===== src/rtl/ad_adc_deser_align.sv =====
// ad_adc_deser_align: 2-bit-per-clock ADC deserializer with frame-clock bit-slip alignment
module ad_adc_deser_align #(
  parameter int DATA_WIDTH = 12,
  parameter int CH_NUM     = 8,
  parameter int LOCK_CNT   = 4,
  parameter int MISS_MAX   = 2
) (
  input  logic                           CLKR,
  input  logic                           RST_N,
  input  logic [1:0]                     FC_PAIR,
  input  logic [2*CH_NUM-1:0]            DD_PAIR,
  input  logic                           REALIGN,
  output logic                           ENB,
  output logic [CH_NUM*DATA_WIDTH-1:0]   DATA,
  output logic                           LOCKED,
  output logic [3:0]                     BIT_OFS,
  output logic                           FRAME_ERR,
  output logic [15:0]                    ERR_CNT
);
  localparam int WW = 2 * DATA_WIDTH;
  localparam int HW = DATA_WIDTH / 2;
  localparam logic [DATA_WIDTH-1:0] FC_WORD = {{HW{1'b1}}, {HW{1'b0}}};
  typedef enum logic [1:0] {S_SEARCH, S_VERIFY, S_LOCKED} state_t;
  state_t state, state_nxt;
  logic [WW-1:0] fc_w;
  logic [WW-1:0] dd_w [CH_NUM];
  logic [3:0] phase, match_cnt, miss_cnt, match_nxt, miss_nxt, ofs_nxt, ofs_inc;
  logic [15:0] err_nxt;
  logic ferr_nxt, load, ws, match;
  logic [DATA_WIDTH-1:0] fc_word;
  logic [CH_NUM*DATA_WIDTH-1:0] lane_words;
  assign ws      = phase == 4'(HW - 1);
  assign fc_word = DATA_WIDTH'(fc_w >> BIT_OFS);
  assign match   = fc_word == FC_WORD;
  assign ofs_inc = BIT_OFS == 4'(DATA_WIDTH - 1) ? 4'd0 : BIT_OFS + 4'd1;
  for (genvar i = 0; i < CH_NUM; i++) begin : g_lane
    always_ff @(posedge CLKR)
      dd_w[i] <= !RST_N ? '0 : {dd_w[i][WW-3:0], DD_PAIR[2*i+1], DD_PAIR[2*i]};
    assign lane_words[i*DATA_WIDTH +: DATA_WIDTH] = DATA_WIDTH'(dd_w[i] >> BIT_OFS);
  end
  // Decisions happen only on the word strobe; REALIGN overrides everything.
  always_comb begin
    state_nxt = state;
    match_nxt = match_cnt;
    miss_nxt  = miss_cnt;
    ofs_nxt   = BIT_OFS;
    err_nxt   = ERR_CNT;
    ferr_nxt  = FRAME_ERR;
    load      = 1'b0;
    if (REALIGN) begin
      state_nxt = S_SEARCH;
      match_nxt = '0;
      miss_nxt  = '0;
    end else if (ws) begin
      case (state)
        S_SEARCH: begin
          if (match) begin
            state_nxt = LOCK_CNT == 1 ? S_LOCKED : S_VERIFY;
            match_nxt = 4'd1;
          end else ofs_nxt = ofs_inc;
        end
        S_VERIFY: begin
          if (match) begin
            match_nxt = match_cnt + 4'd1;
            state_nxt = match_nxt == 4'(LOCK_CNT) ? S_LOCKED : S_VERIFY;
          end else begin
            state_nxt = S_SEARCH;
            match_nxt = '0;
            ofs_nxt   = ofs_inc;
          end
        end
        default: begin
          load = 1'b1;
          if (match) miss_nxt = '0;
          else begin
            err_nxt  = ERR_CNT == 16'hFFFF ? ERR_CNT : ERR_CNT + 16'd1;
            miss_nxt = miss_cnt + 4'd1;
            if (miss_nxt == 4'(MISS_MAX)) begin
              state_nxt = S_SEARCH;
              ferr_nxt  = 1'b1;
              miss_nxt  = '0;
              match_nxt = '0;
            end
          end
        end
      endcase
    end
  end
  always_ff @(posedge CLKR) begin
    if (!RST_N) begin
      state     <= S_SEARCH;
      phase     <= '0;
      match_cnt <= '0;
      miss_cnt  <= '0;
      BIT_OFS   <= '0;
      fc_w      <= '0;
      ENB       <= 1'b0;
      DATA      <= '0;
      LOCKED    <= 1'b0;
      FRAME_ERR <= 1'b0;
      ERR_CNT   <= '0;
    end else begin
      state     <= state_nxt;
      phase     <= ws ? 4'd0 : phase + 4'd1;
      match_cnt <= match_nxt;
      miss_cnt  <= miss_nxt;
      BIT_OFS   <= ofs_nxt;
      fc_w      <= {fc_w[WW-3:0], FC_PAIR};
      ENB       <= load;
      if (load) DATA <= lane_words;
      LOCKED    <= state_nxt == S_LOCKED;
      FRAME_ERR <= ferr_nxt;
      ERR_CNT   <= err_nxt;
    end
  end
endmodule


===== config.mk =====
export PLATFORM = sky130hd
export DESIGN_NAME = ad_adc_deser_align
export DESIGN_NICKNAME = d
export VERILOG_FILES = /design/src/rtl/ad_adc_deser_align.sv
export SDC_FILE = /design/constraint.sdc
export NUM_CORES = 1
export LEC_CHECK = 0
export CORE_UTILIZATION = 40
export CTS_CLUSTER_DIAMETER = 80
export DETAILED_ROUTE_END_ITERATION = 10
export PLACE_DENSITY = 0.56
export SYNTH_ARGS = -nofsm -noshare
export SYNTH_HDL_FRONTEND = slang
export SYNTH_SLANG_ARGS = --single-unit

===== constraint.sdc =====
create_clock -name CLKR -period 3 [get_ports CLKR]
set_input_delay 0.9 -clock CLKR [delete_from_list [all_inputs] [get_ports CLKR]]
set_output_delay 0.9 -clock CLKR [all_outputs]
set_load 0.01 [all_outputs]

==> impl_metrics.env <==
export IMPL_drc=0
export IMPL_hold_ws_ps=451
export IMPL_max_freq_ghz=0.348
export IMPL_synth_ff_type="dfxtp_1"
export IMPL_synth_cell_types=62
export IMPL_worstMarginPinSlew_ps=779
export IMPL_place_inst=2558
export IMPL_rows=77
export IMPL_synth_async_reset_ratio_pct=0
export IMPL_routed_via_density=5.45
export IMPL_synth_commonest_cells="dfxtp_1 (349), nand2_1 (276), and2_1 (221)"
export IMPL_finalCriticalPeriod_ps=2870
export IMPL_ys_warn_count=0
export IMPL_synthSimpleGateAreaFrac_pct=22.0
export IMPL_wl_per_cell_um=18.8
export IMPL_grt_max_degree=169
export IMPL_grt_overflow_total=0
export IMPL_dieHeight_um=216
export IMPL_via_count=14348
export IMPL_synth_seq_cells=349
export IMPL_antennaDiodeCount=0
export IMPL_netlist_area_sq_um=18200
export IMPL_hp_class="reg -> reg"
export IMPL_yosys_top_cells_area="dfxtp_1 (38%), mux4_2 (15%), and2_1 (7.6%)"
export IMPL_top_layer="met4"
export IMPL_syn_nets=1973
export IMPL_synth_edff_count=0
export IMPL_fin_skew_ps=19.1
export IMPL_synth_compound_area_share_pct=11.5
export IMPL_synth_top_area_share_pct=38.3
export IMPL_holdBufCountCts=0
export IMPL_clock_latency_ps=560
export IMPL_slew_limit_headroom_pct=48.1
export IMPL_synth_xor_area_share_pct=0.144
export IMPL_fin_nets=2040
export IMPL_io_buffers=139
export IMPL_yosys_area_share_adder_pct=0.549
export IMPL_synth_mux_area_share_pct=23.4
export IMPL_ant_nets=0
export IMPL_synth_most_common_cell="dfxtp_1"
export IMPL_status="finished clean"
export IMPL_antenna_found_initial=1
export IMPL_path_clk_slew_ps=60
export IMPL_ctsHtreeMaxLevel=2
export IMPL_period_share_pct=95.8
export IMPL_ios=140
export IMPL_synth_avg_cell_area_sq_um=9.38
export IMPL_met2_wirelength_um=19900
export IMPL_setup_viol=0
export IMPL_worstPathMaxFanout=27
export IMPL_yosysSeqAreaShare_pct=38.3
export IMPL_cts_tree="yes"
export IMPL_grt_pass1_wl_um=79600
export IMPL_cts_sinks=349
export IMPL_reg2reg_slack_ps=160
export IMPL_core_area_sq_um=44600
export IMPL_yosysTopAreaCell="dfxtp_1"
export IMPL_cp_required_ps=2100
export IMPL_wirelength_um=49600
export IMPL_p_leak_nw=7.65
export IMPL_cts_buffers=41
export IMPL_finalHoldViolCount=0
export IMPL_syn_inst=1944
export IMPL_start_kind="register"
export IMPL_die_w_um=216
export IMPL_dr_wl_met3_um=2810
export IMPL_worstPathArrival_ps=1970
export IMPL_area_growth_pct=19.0
export IMPL_grt_use_total_pct=21.4
export IMPL_dieArea_sq_um=46400
export IMPL_synth_top_family_by_area="multiplexers"
export IMPL_place_ws_ps=142
export IMPL_criticalPathCategory="reg -> out"
export IMPL_hpwl_um=34200
export IMPL_setup_ws_ps=126
export IMPL_grt_pass1_vias=13505
export IMPL_finalMaxSlewViolations=0
export IMPL_powerDensity_nw_per_um2=477
export IMPL_peakVddDrop_uv=355
export IMPL_fillerInstances=4128
export IMPL_clock_path_buffers=3
export IMPL_wl_met1_um=26000
export IMPL_initialDrtViolationCount=1293
export IMPL_timing_setup_tns_ps=0
export IMPL_drtPass1Iterations=5
export IMPL_rsz0062_at_grt="no"
export IMPL_drive_above_1_share_pct=15.4
export IMPL_instances_no_fill=2635
export IMPL_finalPower_mw=10.4
export IMPL_end_kind="output port"
export IMPL_cap_violations=0
export IMPL_initial_core_util_pct=40.9
export IMPL_gp_congestion=0.837
export IMPL_clockRootBuffer="clkbuf_16"
-- sequential cells by signal, indices dropped and copies added, names as in the netlist --
register / flops
dd_w: 192
DATA: 96
fc_w: 24
ERR_CNT: 16
BIT_OFS: 4
match_cnt: 4
miss_cnt: 4
phase: 4
state: 2
ENB: 1
FRAME_ERR: 1
LOCKED: 1
-- critical path, stage by stage (launching register included) --
cell and delay (ps):
dfxtp_4 490, buf_6 280, clkdlybuf4s50_1 640
-- per-layer routing --
metal	up-vias	GRT usage (%)
met5	-	0
li1	7046	-
met2	362	28.9
met4	0	5.65
met3	63	3.79
met1	6877	34.3
-- repair_timing --
action                                  CTS  global route
setup buffers                             0             2
pin swaps                                 0             1
gates resized for setup                   1             4
endpoints found under the setup margin    1            12
-- layout make-up --
cell class / instances / area (sq um) / share of cell area [%]
multi-input combinational: 1415 / 10500 / 48.5
sequential: 349 / 7000 / 32.3
timing repair buffer: 189 / 1930 / 8.88
clock buffer: 63 / 1250 / 5.77
tap: 592 / 741 / 3.41
clock inverter: 12 / 194 / 0.894
inverter: 15 / 61.3 / 0.283
-- through the flow --
stage / instance area (sq um) / util, %
finish: 21700 / 48.6
floorplan: 18200 / -
global placement: 20200 / 45.3
detailed placement: 20200 / 45.3
CTS: 21700 / 48.6
global route: 21700 / 48.6
-- placed cells by master (no fill, tap or decap), types with 5 or more instances in the layout --
master | synthesis | routed
inv_1 | 13 | 11
nand2b_1 | 16 | 16
buf_12 | 0 | 12
dfxtp_1 | 349 | 345
or3_1 | 6 | 6
o311ai_0 | 10 | 10
a211o_1 | 8 | 8
clkbuf_16 | 0 | 44
clkdlybuf4s50_1 | 0 | 138
o31ai_1 | 8 | 8
and2_1 | 221 | 221
mux4_2 | 123 | 123
nor3_1 | 9 | 9
and4_1 | 6 | 6
nand4b_1 | 6 | 6
a211oi_1 | 33 | 33
nor2b_1 | 29 | 29
clkbuf_1 | 116 | 11
buf_4 | 7 | 36
clkinv_2 | 0 | 6
ha_1 | 8 | 8
mux2i_1 | 84 | 84
and3_1 | 17 | 16
a21oi_1 | 173 | 173
nor2_1 | 149 | 148
o21ai_0 | 11 | 11
mux2_2 | 56 | 56
nand4_1 | 14 | 14
o211ai_1 | 53 | 53
clkbuf_8 | 0 | 8
nand3_1 | 46 | 46
nand2_1 | 276 | 276
a22oi_1 | 10 | 10
bufinv_16 | 0 | 5
-- report_power, final --
group / leakage [nW] / switching [mW] / total, mW / internal, mW
sequential: 2.82 / 0.0423 / 4.72 / 4.68
combinational: 4.12 / 0.195 / 0.354 / 0.159
clock: 0.704 / 1.98 / 5.29 / 3.31
-- logic make-up after synthesis --
| kind of cell | Yosys count |
|---|---|
| and+or+nand+nor | 810 |
| DFF | 349 |
| adders and majority gates | 8 |
| AOI/OAI and AO/OA | 330 |
| muxes | 264 |
| xor gates and xnor gates | 3 |
| buffers and inverters | 180 |
-- final timing paths --
check	to	cells after the start	from
max reg2reg	LOCKED$_SDFF_PN0_	8	BIT_OFS[1]$_SDFFE_PN0P_
min reg2reg	DATA[1]$_SDFFE_PN0P_	2	DATA[1]$_SDFFE_PN0P_
min	DATA[1]$_SDFFE_PN0P_	2	DATA[1]$_SDFFE_PN0P_
max	BIT_OFS[1]	2	BIT_OFS[1]$_SDFFE_PN0P_
No activity file was read; power rests on OpenSTA's default activity.
